### config.mk
export PLATFORM = sky130hd
export DESIGN_NAME = alu_control_sequencer
export DESIGN_NICKNAME = d
export VERILOG_FILES = /design/src/rtl/alu_control_sequencer.sv
export SDC_FILE = /design/constraint.sdc
export NUM_CORES = 1
export LEC_CHECK = 0
export CORE_ASPECT_RATIO = 1.4
export CORE_MARGIN = 2
export CORE_UTILIZATION = 41
export DETAILED_ROUTE_END_ITERATION = 10
export GPL_ROUTABILITY_DRIVEN = 0
export PLACE_DENSITY = 0.9
export SLEW_MARGIN = 5
export SYNTH_ARGS = -nofsm -noshare
export SYNTH_HDL_FRONTEND = slang
export SYNTH_SLANG_ARGS = --single-unit
export TNS_END_PERCENT = 30
### constraint.sdc
create_clock -name Clock -period 3.3 [get_ports Clock]
set_input_delay 0.66 -clock Clock [delete_from_list [all_inputs] [get_ports Clock]]
set_output_delay 0.66 -clock Clock [all_outputs]
set_load 0.02 [all_outputs]
### src/rtl/alu_control_sequencer.sv
// rtl/alu_control_sequencer.sv - T-state sequencer for one register-register ALU instruction
// Moore decode: every output depends only on state, the latched IR fields and the T4 hold counter.
module alu_control_sequencer #(
   parameter int MUL_CYCLES = 1,
   parameter int DIV_CYCLES = 1
) (
   input  logic        Clock,
   input  logic        Clear,
   input  logic        Start,
   input  logic [31:0] IR,
   output logic [31:0] encIn,
   output logic [15:0] Rin,
   output logic        Yin,
   output logic        ZHIin,
   output logic        ZLOin,
   output logic        HIin,
   output logic        LOin,
   output logic [12:0] AluOp,
   output logic        Busy,
   output logic        Done,
   output logic        Illegal
);

   localparam logic [2:0] S_IDLE = 3'd0;
   localparam logic [2:0] S_T3   = 3'd1;
   localparam logic [2:0] S_T4   = 3'd2;
   localparam logic [2:0] S_T5   = 3'd3;
   localparam logic [2:0] S_T6   = 3'd4;
   localparam logic [2:0] S_DONE = 3'd5;

   localparam logic [4:0] OP_MUL = 5'b01111;
   localparam logic [4:0] OP_DIV = 5'b10000;
   localparam logic [4:0] OP_NEG = 5'b10001;
   localparam logic [4:0] OP_NOT = 5'b10010;

   localparam logic [3:0] MUL_LEN = 4'(MUL_CYCLES);
   localparam logic [3:0] DIV_LEN = 4'(DIV_CYCLES);

   function automatic logic [12:0] alu_onehot(input logic [4:0] op);
      logic [12:0] r;
      r = 13'd0;
      case (op)
         5'b01111: r[12] = 1'b1;
         5'b10000: r[11] = 1'b1;
         5'b01011: r[10] = 1'b1;
         5'b01010: r[9]  = 1'b1;
         5'b00100: r[8]  = 1'b1;
         5'b10001: r[7]  = 1'b1;
         5'b00011: r[6]  = 1'b1;
         5'b01001: r[5]  = 1'b1;
         5'b01000: r[4]  = 1'b1;
         5'b00111: r[3]  = 1'b1;
         5'b00101: r[2]  = 1'b1;
         5'b00110: r[1]  = 1'b1;
         5'b10010: r[0]  = 1'b1;
         default:  r     = 13'd0;
      endcase
      return r;
   endfunction

   logic [2:0]  state_q, state_d;
   logic [3:0]  cnt_q, cnt_d;
   logic [16:0] ir_q, ir_d;

   // only op/ra/rb/rc are latched; the low IR bits carry nothing for this class
   logic ir_low_unused;
   assign ir_low_unused = ^IR[14:0];

   logic [4:0] op;
   logic [3:0] ra, rb, rc;
   logic       unary, muldiv, t4_last;
   logic [3:0] t4_len;

   assign op     = ir_q[16:12];
   assign ra     = ir_q[11:8];
   assign rb     = ir_q[7:4];
   assign rc     = ir_q[3:0];
   assign unary  = (op == OP_NEG) || (op == OP_NOT);
   assign muldiv = (op == OP_MUL) || (op == OP_DIV);
   assign t4_len = (op == OP_MUL) ? MUL_LEN : (op == OP_DIV) ? DIV_LEN : 4'd1;
   assign t4_last = (cnt_q == t4_len - 4'd1);

   always_comb begin
      state_d = state_q;
      cnt_d   = cnt_q;
      ir_d    = ir_q;
      case (state_q)
         S_IDLE: begin
            cnt_d = 4'd0;
            if (Start) begin
               ir_d = IR[31:15];
               if (alu_onehot(IR[31:27]) == 13'd0)
                  state_d = S_DONE;
               else if ((IR[31:27] == OP_NEG) || (IR[31:27] == OP_NOT))
                  state_d = S_T4;
               else
                  state_d = S_T3;
            end
         end
         S_T3: begin
            cnt_d   = 4'd0;
            state_d = S_T4;
         end
         S_T4: begin
            if (t4_last) begin
               cnt_d   = 4'd0;
               state_d = S_T5;
            end else begin
               cnt_d = cnt_q + 4'd1;
            end
         end
         S_T5:    state_d = muldiv ? S_T6 : S_DONE;
         S_T6:    state_d = S_DONE;
         S_DONE:  state_d = S_IDLE;
         default: state_d = S_IDLE;
      endcase
   end

   always_ff @(posedge Clock or negedge Clear) begin
      if (!Clear) begin
         state_q <= S_IDLE;
         cnt_q   <= 4'd0;
         ir_q    <= 17'd0;
      end else begin
         state_q <= state_d;
         cnt_q   <= cnt_d;
         ir_q    <= ir_d;
      end
   end

   always_comb begin
      encIn   = 32'd0;
      Rin     = 16'd0;
      Yin     = 1'b0;
      ZHIin   = 1'b0;
      ZLOin   = 1'b0;
      HIin    = 1'b0;
      LOin    = 1'b0;
      AluOp   = 13'd0;
      Busy    = (state_q != S_IDLE);
      Done    = 1'b0;
      Illegal = 1'b0;
      case (state_q)
         S_T3: begin
            encIn = 32'd1 << rb;
            Yin   = 1'b1;
         end
         S_T4: begin
            encIn = 32'd1 << (unary ? rb : rc);
            AluOp = alu_onehot(op);
            ZHIin = t4_last;
            ZLOin = t4_last;
         end
         S_T5: begin
            encIn[19] = 1'b1;
            LOin      = muldiv;
            Rin       = muldiv ? 16'd0 : (16'd1 << ra);
         end
         S_T6: begin
            encIn[18] = 1'b1;
            HIin      = 1'b1;
         end
         S_DONE: begin
            Done    = 1'b1;
            Illegal = (alu_onehot(op) == 13'd0);
         end
         default: ;
      endcase
   end

endmodule

# ---- After elaboration in Yosys (flattened, before gate mapping)
# Index checks and enable logic that the tools add are counted.
# W data, S select, Z words.
dict set report word_totals {
  register_bits 24
  inputBits 35
  output_inout_bits 69
  wordCells 139
}
dict set report classes {
  add_sub_neg 1
  n_eq_ne 33
  n_shift 3
  mux 87
  n_reduce_logical 12
}
# operator n
set op_table {}
lappend op_table {{$mux W1} 72}
lappend op_table {{$shl A1 B4 Y32 const A} 2}
lappend op_table {{$eq A5 B4 Y1 const B} 10}
lappend op_table {{$eq A5 B3 Y1 const B} 8}
lappend op_table {{$pmux W18 S2} 1}
lappend op_table {{$mux W16} 2}
lappend op_table {{$eq A5 B5 Y1 const B} 6}
lappend op_table {{$logic_not A13 Y1} 2}
lappend op_table {{$pmux W12 S2} 1}
lappend op_table {{$shl A1 B4 Y16 const A} 1}
lappend op_table {{$pmux W3 S5} 1}
lappend op_table {{$mux W13} 1}
lappend op_table {{$eq A5 B2 Y1 const B} 2}
lappend op_table {{$mux W3} 3}
lappend op_table {{$mux W4} 2}
lappend op_table {{$pmux W4 S2} 1}
lappend op_table {{$eq A3 B2 Y1 const B} 2}
lappend op_table {{$eq A3 B3 Y1 const B} 2}
lappend op_table {{$pmux W1 S3} 2}
lappend op_table {{$add A4 B1 Y4 const B} 1}
lappend op_table {{$logic_not A4 Y1} 1}
lappend op_table {{$ne A2 B2 Y1 const B} 2}
lappend op_table {{$reduce_and A2 Y1} 2}
lappend op_table {{$eq A3 B1 Y1 const B} 1}
lappend op_table {{6 further kinds} 8}

# ---- Longest topological paths before layout
# Gate-level depths: netlist of the first run.
dict set report logic_depth {
  word_depth 8
  depth_mapped 6
  ltp_nobuf 5
}

# ---- Worst setup path after synthesis of the first run
# Ideal clock, no wire load.
dict set report synth_timing {
  path_kind {reg2out}
  startpoint {reg state_q[2]}
  endpoint {out encIn[14]}
  arrival_ns 1.961
  t_required_ns 2.640
  path_slack_ns 0.679
  path_stages_with_launch 5
  n_path_buf 1
  cell_sequence {dfrtp_1 buf_6 nor3b_1 o21ai_0 o22ai_1}
}
dict set report synth_via {
  elab_chain_len 2
  elab_cells_between_ends 3
  cone_classes {eq/ne (2); mux (1)}
}
# item line
set synth_rtl {}
lappend synth_rtl {{start: declaration} 61} ;# logic [2:0] state_q, state_d;
lappend synth_rtl {{start signal: assignment} 125} ;# state_q <= state_d;
lappend synth_rtl {{$eq A3 B2 Y1 or $eq A3 B1 Y1 (tied branches)} 143} ;# case (state_q)
lappend synth_rtl {{$pmux W18 S2 *} 143}
lappend synth_rtl {{end: declaration} 11} ;# output logic [31:0] encIn,
# Mark *: on every way between the ends. The rest lies on a longest branch, timed or not.

# ---- Worst setup path after layout of the first run
dict set report layout_timing {
  startpoint {reg state_q[2]}
  endpoint {out AluOp[8]}
}
dict set report layout_via {
  elab_chain_len 2
}
# item line
set layout_rtl {}
lappend layout_rtl {{$eq A3 B2 Y1} 143}
lappend layout_rtl {{$mux W13} 143}
lappend layout_rtl {{end: declaration} 18} ;# output logic [12:0] AluOp,
# No other way between the ends.

==> flow_metrics.py, run 1 <==
metrics = {
    "clock_network": {
        "htreeDepth": 1,
        "cts_buffer_depth": 2,
        "cts_tree": "yes",
        "root_buffer": "clkbuf_8",
        "cts_hold_buf": 0,
        "insertion_delay_ns": 0.27,
        "path_clk_slew_ns": 0.09,
        "cts_buffers": 3,
        "cts.sinks": 24,
    },
    "synth": {
        "synth_cell_types": 42,
        "seq_area_frac_synth_pct": 33.7,
        "syn-instance-count": 207,
        "synth-edff-count": 0,
        "syn-cell-area_sq_um": 1780,
        "postSynthAreaPerCell_sq_um": 8.61,
        "synth_top_area_share_pct": 33.7,
        "yosys_warnings": 0,
        "netlist_top_cells_area": "dfrtp_1 (34%), mux2_2 (11%), buf_4 (6.7%), o22ai_1 (5.6%), nor2_1 (5.5%)",
        "ys_ff_latch": 24,
        "ys_async_sr_fraction_pct": 100,
        "synth_area_leader_cell": "dfrtp_1",
        "synth_ff_type": "dfrtp_1",
    },
    "grt": {
        "grt_overflow": 0,
        "first_global_vias": 1749,
        "grt_pass1_wl_um": 7620,
        "track_usage_pct": 19.9,
        "antenna_found_initial": 0,
        "grt_start_max_net_pins": 25,
    },
    "worst_setup_path": {
        "cp_num_buf_inv": 1,
        "ff2ff_path_depth": 5,
        "critPathLaunchType": "flip-flop",
        "arrival_ns": 2.51,
        "timing.rr.end": "ir_q[2]",
        "rrSetupSlack_ns": 1.59,
        "max_stage_delay_ns": 0.62,
        "cp.required_ns": 2.64,
        "path_depth": 4,
        "critical_path.cell_chain": "or3b_4, or4b_4, nor3_2, clkdlybuf4s50_1",
        "r2r_start": "state_q[0]",
        "cpLargestDelayFamily": "simple AND/OR/NAND/NOR gates",
        "end_kind": "output port",
        "cpMaxStageDelayCell": "clkdlybuf4s50_1",
        "critPathKind": "flip-flop to output port",
        "crit_fanout": 10,
    },
    "hold_path": {
        "whs_path_depth": 1,
        "holdCritPathClass": "flip-flop to flip-flop",
        "hp-start": "cnt_q[2]",
        "whs_endpoint": "cnt_q[2]",
    },
    "layout": {
        "fill_cells": 355,
        "drive_above_1_share_pct": 13.3,
        "n_antenna_cell": 0,
        "finalNetCount": 323,
        "syn_to_final_growth_pct": 47.1,
        "final_area_sq_um": 2620,
        "final_util_pct": 62.4,
    },
    "sta": {
        "slew_violations": 0,
        "skew_ns": 0.00807,
        "period_share_pct": 96.0,
        "fmax_mhz": 316,
        "hold_viol_final": 0,
        "tns_ns": 0,
        "setup_viol": 0,
        "finalCriticalPeriod_ns": 3.17,
    },
    "power_and_ir_drop": {
        "switchingPower_w": 0.000835,
        "pwr-share-clk_pct": 13.3,
        "swShare_pct": 43.3,
        "ir_worst_vdd_mv": 0.376,
        "p_leak_nw": 1.04,
        "p_comb_share_pct": 54.8,
        "p_seq_share_pct": 31.9,
        "p_int_w": 0.00109,
        "power_density_nw_per_um2": 735,
    },
    "status": {
        "outcome": "completed",
    },
    "job": {
        "drv_cap": 0,
    },
    "floorplan": {
        "die_y_um": 82.0,
        "initial_utilization_pct": 42.4,
        "rows": 28,
        "coreArea_sq_um": 4200,
        "ios": 104,
        "die_w_um": 59.7,
        "dieArea_sq_um": 4900,
    },
    "routing": {
        "routedWlPerCell_um": 14.3,
        "drt_iter0_markers": 69,
        "drtPass1Iterations": 4,
        "vias": 1774,
        "drt-total-wl_um": 4730,
        "antenna_left": 0,
        "drc": 0,
        "viasPerCell": 5.38,
    },
    "place": {
        "portBuffers": 74,
        "hpwl_um": 3750,
        "postPlaceCellArea_sq_um": 2520,
    },
}
## cells in the mapped netlist, types with 5 or more instances
cell / n
mux2_2: 17
nand2_1: 18
buf_4: 16
a21oi_1: 6
nand2b_1: 13
dfrtp_1: 24
nand3b_1: 5
o21ai_0: 8
nor3_1: 9
nor2_1: 26
inv_1: 6
o22ai_1: 16
## layout make-up
cell class / instances / area [sq um] / area share [%]
multi-input cells: 169 / 1070 / 40.7
repair buffers: 82 / 803 / 30.6
flip-flops and latches: 24 / 601 / 22.9
well taps: 45 / 56.3 / 2.15
clock buffers: 3 / 41.3 / 1.57
clock inverters: 1 / 30.0 / 1.15
inverters: 6 / 22.5 / 0.859
## how the worst max path moves through the flow
stage | startpoint | to | slack [ns]
detailed placement | state_q[2] | Rin[3] | 0.34
finish | state_q[2] | AluOp[8] | 0.13
global placement | state_q[2] | Rin[1] | 0.40
global route | state_q[2] | Rin[2] | -0.005
CTS | state_q[2] | Rin[3] | 0.04
floorplan | state_q[2] | encIn[14] | 0.68
## cell usage in the layout (no fill, tap or decap), types with 2 or more instances in the layout
cell and count:
mux2_2 17, ha_1 2, buf_4 8, a21oi_1 6, inv_1 6, conb_1 14
xor2_1 2, and3_1 2, nand4b_1 2, or3_1 2, o21ai_0 8, nand3b_1 5
nand2_1 18, clkdlybuf4s50_1 73, o22ai_1 16, clkbuf_8 3, nand2b_1 13, nand3_1 3
nor3_1 9, dfrtp_1 24, nor2_1 26, nor2b_1 2, or2_2 2
## cells by family (layout without fill, tap and decap cells)
group           count (synthesis)  count (layout)  synth area share (%)
simple gates                   96              96                  29.3
other cells                     1              14                 0.210
mux                            17              17                  10.7
flops                          24              24                  33.7
buf+inv                        27              92                  10.1
xor+xnor                        3               3                  1.47
compound gates                 37              37                  13.1
fa+ha+maj                       2               2                  1.40
## sequential cells by signal, indices dropped and copies added, names as in the netlist
| name | cells |
|---|---|
| ir_q | 17 |
| cnt_q | 4 |
| state_q | 3 |
## metal layers
metal | track usage [%] | routed length, um
met3 | 3.31 | 292
met4 | 7.11 | 72
met5 | 0 | 0
met1 | 21.9 | 1800
met2 | 37.2 | 2570
## power by group through the flow
stage | sequential [W] | clock, W | combinational (W)
6_report | 0.000615 | 0.000256 | 0.00106
3_3_place_gp | 0.000602 | 0 | 0.000989
5_1_grt | 0.000651 | 0.000274 | 0.00114
2_1_floorplan | 0.000527 | 0 | 0.000775
3_5_place_dp | 0.000614 | 0 | 0.00102
4_1_cts | 0.000609 | 0.000259 | 0.00103
## metrics by stage
step / std cells / power [W] / worst slack (ns) / hold slack (ns)
2_1_floorplan: 220 / 0.00130 / 0.679 / 0.364
5_1_grt: 330 / 0.00207 / -0.00463 / 0.576
3_3_place_gp: 324 / 0.00159 / 0.399 / 0.501
3_5_place_dp: 324 / 0.00164 / 0.338 / 0.521
6_report: 330 / 0.00193 / 0.131 / 0.543
4_1_cts: 328 / 0.00190 / 0.0426 / 0.542
## repair_timing
| item | in CTS | in global routing |
|---|---|---|
| setup buffers | 0 | 2 |
| endpoints found under the setup margin | 0 | 15 |
| gates resized for setup | 0 | 3 |
No activity file was read; power rests on OpenSTA's default activity.
==> run 2, diff against run 1 <==
Settings changed: RECOVER_POWER set to 50.
==> run 2 against run 1 <==
Wire length up 0.44%. Combinational power about the same. Critical path depth unchanged. Hold slack better by 0.0049 ns. Setup slack better by 0.0065 ns. Utilization down 0.30 points. Sequential cell count unchanged. Clock skew about the same. Cell count unchanged. Clock-buffer cell count unchanged. Critical endpoint unchanged.
==> flow_metrics.py, run 2 (synthesized netlist as in run 1, its figures left out) <==
metrics = {
    "status": {
        "outcome": "completed",
    },
    "layout": {
        "final_cell_mix": "clkdlybuf4s50_1 (67), nor2_1 (26), dfrtp_1 (24)",
        "sequential_cell_area_sq_um": 601,
        "final_area_sq_um": 2610,
        "layout_commonest_cell": "clkdlybuf4s50_1",
        "top_register": "ir_q",
        "top_regs": "ir_q x17, cnt_q x4, state_q x3",
        "syn_to_final_growth_pct": 46.4,
        "n_antenna_cell": 0,
        "largest_reg_flops": 17,
        "multi_input_area_sq_um": 1060,
        "finalNetCount": 323,
        "drive_above_1_share_pct": 12.3,
        "fill_cells": 357,
    },
    "worst_setup_path": {
        "cpMaxStageDelayCell": "clkdlybuf4s50_1",
        "arrival_ns": 2.50,
        "crit_fanout": 10,
        "cpLargestDelayFamily": "simple AND/OR/NAND/NOR gates",
        "critPathKind": "flip-flop to output port",
        "cp_num_buf_inv": 1,
        "end_kind": "output port",
        "critPathLaunchType": "flip-flop",
        "critical_path.cell_chain": "or3b_4, or4b_4, nor3_2, clkdlybuf4s50_1",
        "cp.required_ns": 2.64,
        "max_stage_delay_ns": 0.62,
    },
    "clock_network": {
        "cts_tree": "yes",
        "insertion_delay_ns": 0.27,
        "cts_hold_buf": 0,
        "cts_buffers": 3,
        "path_clk_slew_ns": 0.09,
        "cts_buffer_depth": 2,
        "cts.sinks": 24,
        "htreeDepth": 1,
        "root_buffer": "clkbuf_8",
    },
    "floorplan": {
        "coreArea_sq_um": 4200,
        "ios": 104,
        "die_y_um": 82.0,
        "initial_utilization_pct": 42.4,
        "die_w_um": 59.7,
        "rows": 28,
        "dieArea_sq_um": 4900,
    },
    "routing": {
        "drtPass1Iterations": 5,
        "drt-total-wl_um": 4760,
        "drt_iter0_markers": 73,
        "antenna_left": 0,
        "vias": 1789,
        "drc": 0,
        "routedWlPerCell_um": 14.4,
        "viasPerCell": 5.42,
    },
    "sta": {
        "worstMarginPinSlew_ns": 1.25,
        "fmax_mhz": 316,
        "slew_violations": 0,
        "tns_ns": 0,
        "setup_viol": 0,
        "finalCriticalPeriod_ns": 3.16,
        "hold_viol_final": 0,
        "max_slew_margin_pct": 16.5,
        "skew_ns": 0.00821,
        "rsz0062_at_grt": "false",
        "period_share_pct": 95.8,
    },
    "hold_path": {
        "holdCritPathClass": "flip-flop to flip-flop",
    },
    "grt": {
        "first_global_vias": 1749,
        "grt_start_max_net_pins": 25,
        "grt_overflow": 0,
        "grt_pass1_wl_um": 7620,
        "track_usage_pct": 19.9,
        "antenna_found_initial": 0,
    },
    "power_and_ir_drop": {
        "power_density_nw_per_um2": 734,
        "p_leak_nw": 1.04,
        "ir_worst_vdd_mv": 0.376,
    },
    "place": {
        "postPlaceCellArea_sq_um": 2520,
        "portBuffers": 74,
        "hpwl_um": 3750,
    },
    "job": {
        "drv_cap": 0,
    },
}
==> run 2: cell types whose count changed in the layout (fill, tap and decap cells not counted), sizes merged <==
cell           change
clkdlybuf4s50      -6
dlygate4sd3        +6
buf                -2
clkbuf             +2
==> run 2: worst reg2reg max path: stages, from the launching register on <==
cell	delay (ns)
dfrtp_1	0.46
nor2_1	0.27
nand2_1	0.12
nor2_2	0.09
clkbuf_1	0.72
mux2_2	0.43
==> run 2: timing repair <==
item | 4_1_cts | 5_1_grt
setup endpoints to repair | 0 | 15
endpoints found under the hold margin | 0 | 0
buffers inserted | 0 | 2
gates resized for setup | 0 | 3
==> run 2: per-layer routing <==
metal	vias up	routed length [um]	global-route usage, %
met5	-	0	0
met2	83	2570	37.2
li1	860	-	-
met1	839	1800	21.9
met3	7	313	3.31
met4	0	72	7.11
==> run 2: final cells by class <==
type	count	share of cell area [%]
multi-input cells	169	40.7
repair buffers	82	30.5
flip-flops and latches	24	23.0
well taps	45	2.16
clock buffers	3	1.58
clock inverters	1	1.15
inverters	6	0.863
==> run 2: worst paths after layout <==
| path | depth (start not counted) | slack [ns] | to | start |
|---|---|---|---|---|
| hold / removal | 1 | 0.55 | cnt_q[2] | cnt_q[2] |
| max in group asynchronous | 2 | 1.35 | ir_q[0] | Clear |
| min in group asynchronous | 2 | 1.21 | cnt_q[0] | Clear |
| hold reg to reg | 1 | 0.55 | cnt_q[2] | cnt_q[2] |
| setup / recovery | 4 | 0.14 | AluOp[8] | state_q[2] |
| setup reg to reg | 5 | 1.08 | ir_q[2] | state_q[0] |
==> run 2: stage by stage <==
step                power [W]  std cells  hold slack (ns)  setup WS, ns  util, %
finish                0.00192        330            0.548         0.137     62.1
global route          0.00205        330            0.576       0.00778     62.1
CTS                   0.00190        328            0.542        0.0426     61.5
detailed placement    0.00164        324            0.521         0.338     59.9
global placement      0.00159        324            0.501         0.399     59.9
floorplan             0.00130        220            0.364         0.679        -
==> run 2: power by group <==
group          total [W]  leakage (nW)  switching [W]  internal [W]
clock network   0.000257        0.0357      0.0000944      0.000162
logic            0.00104         0.709       0.000545      0.000500
registers       0.000614         0.294       0.000194      0.000420
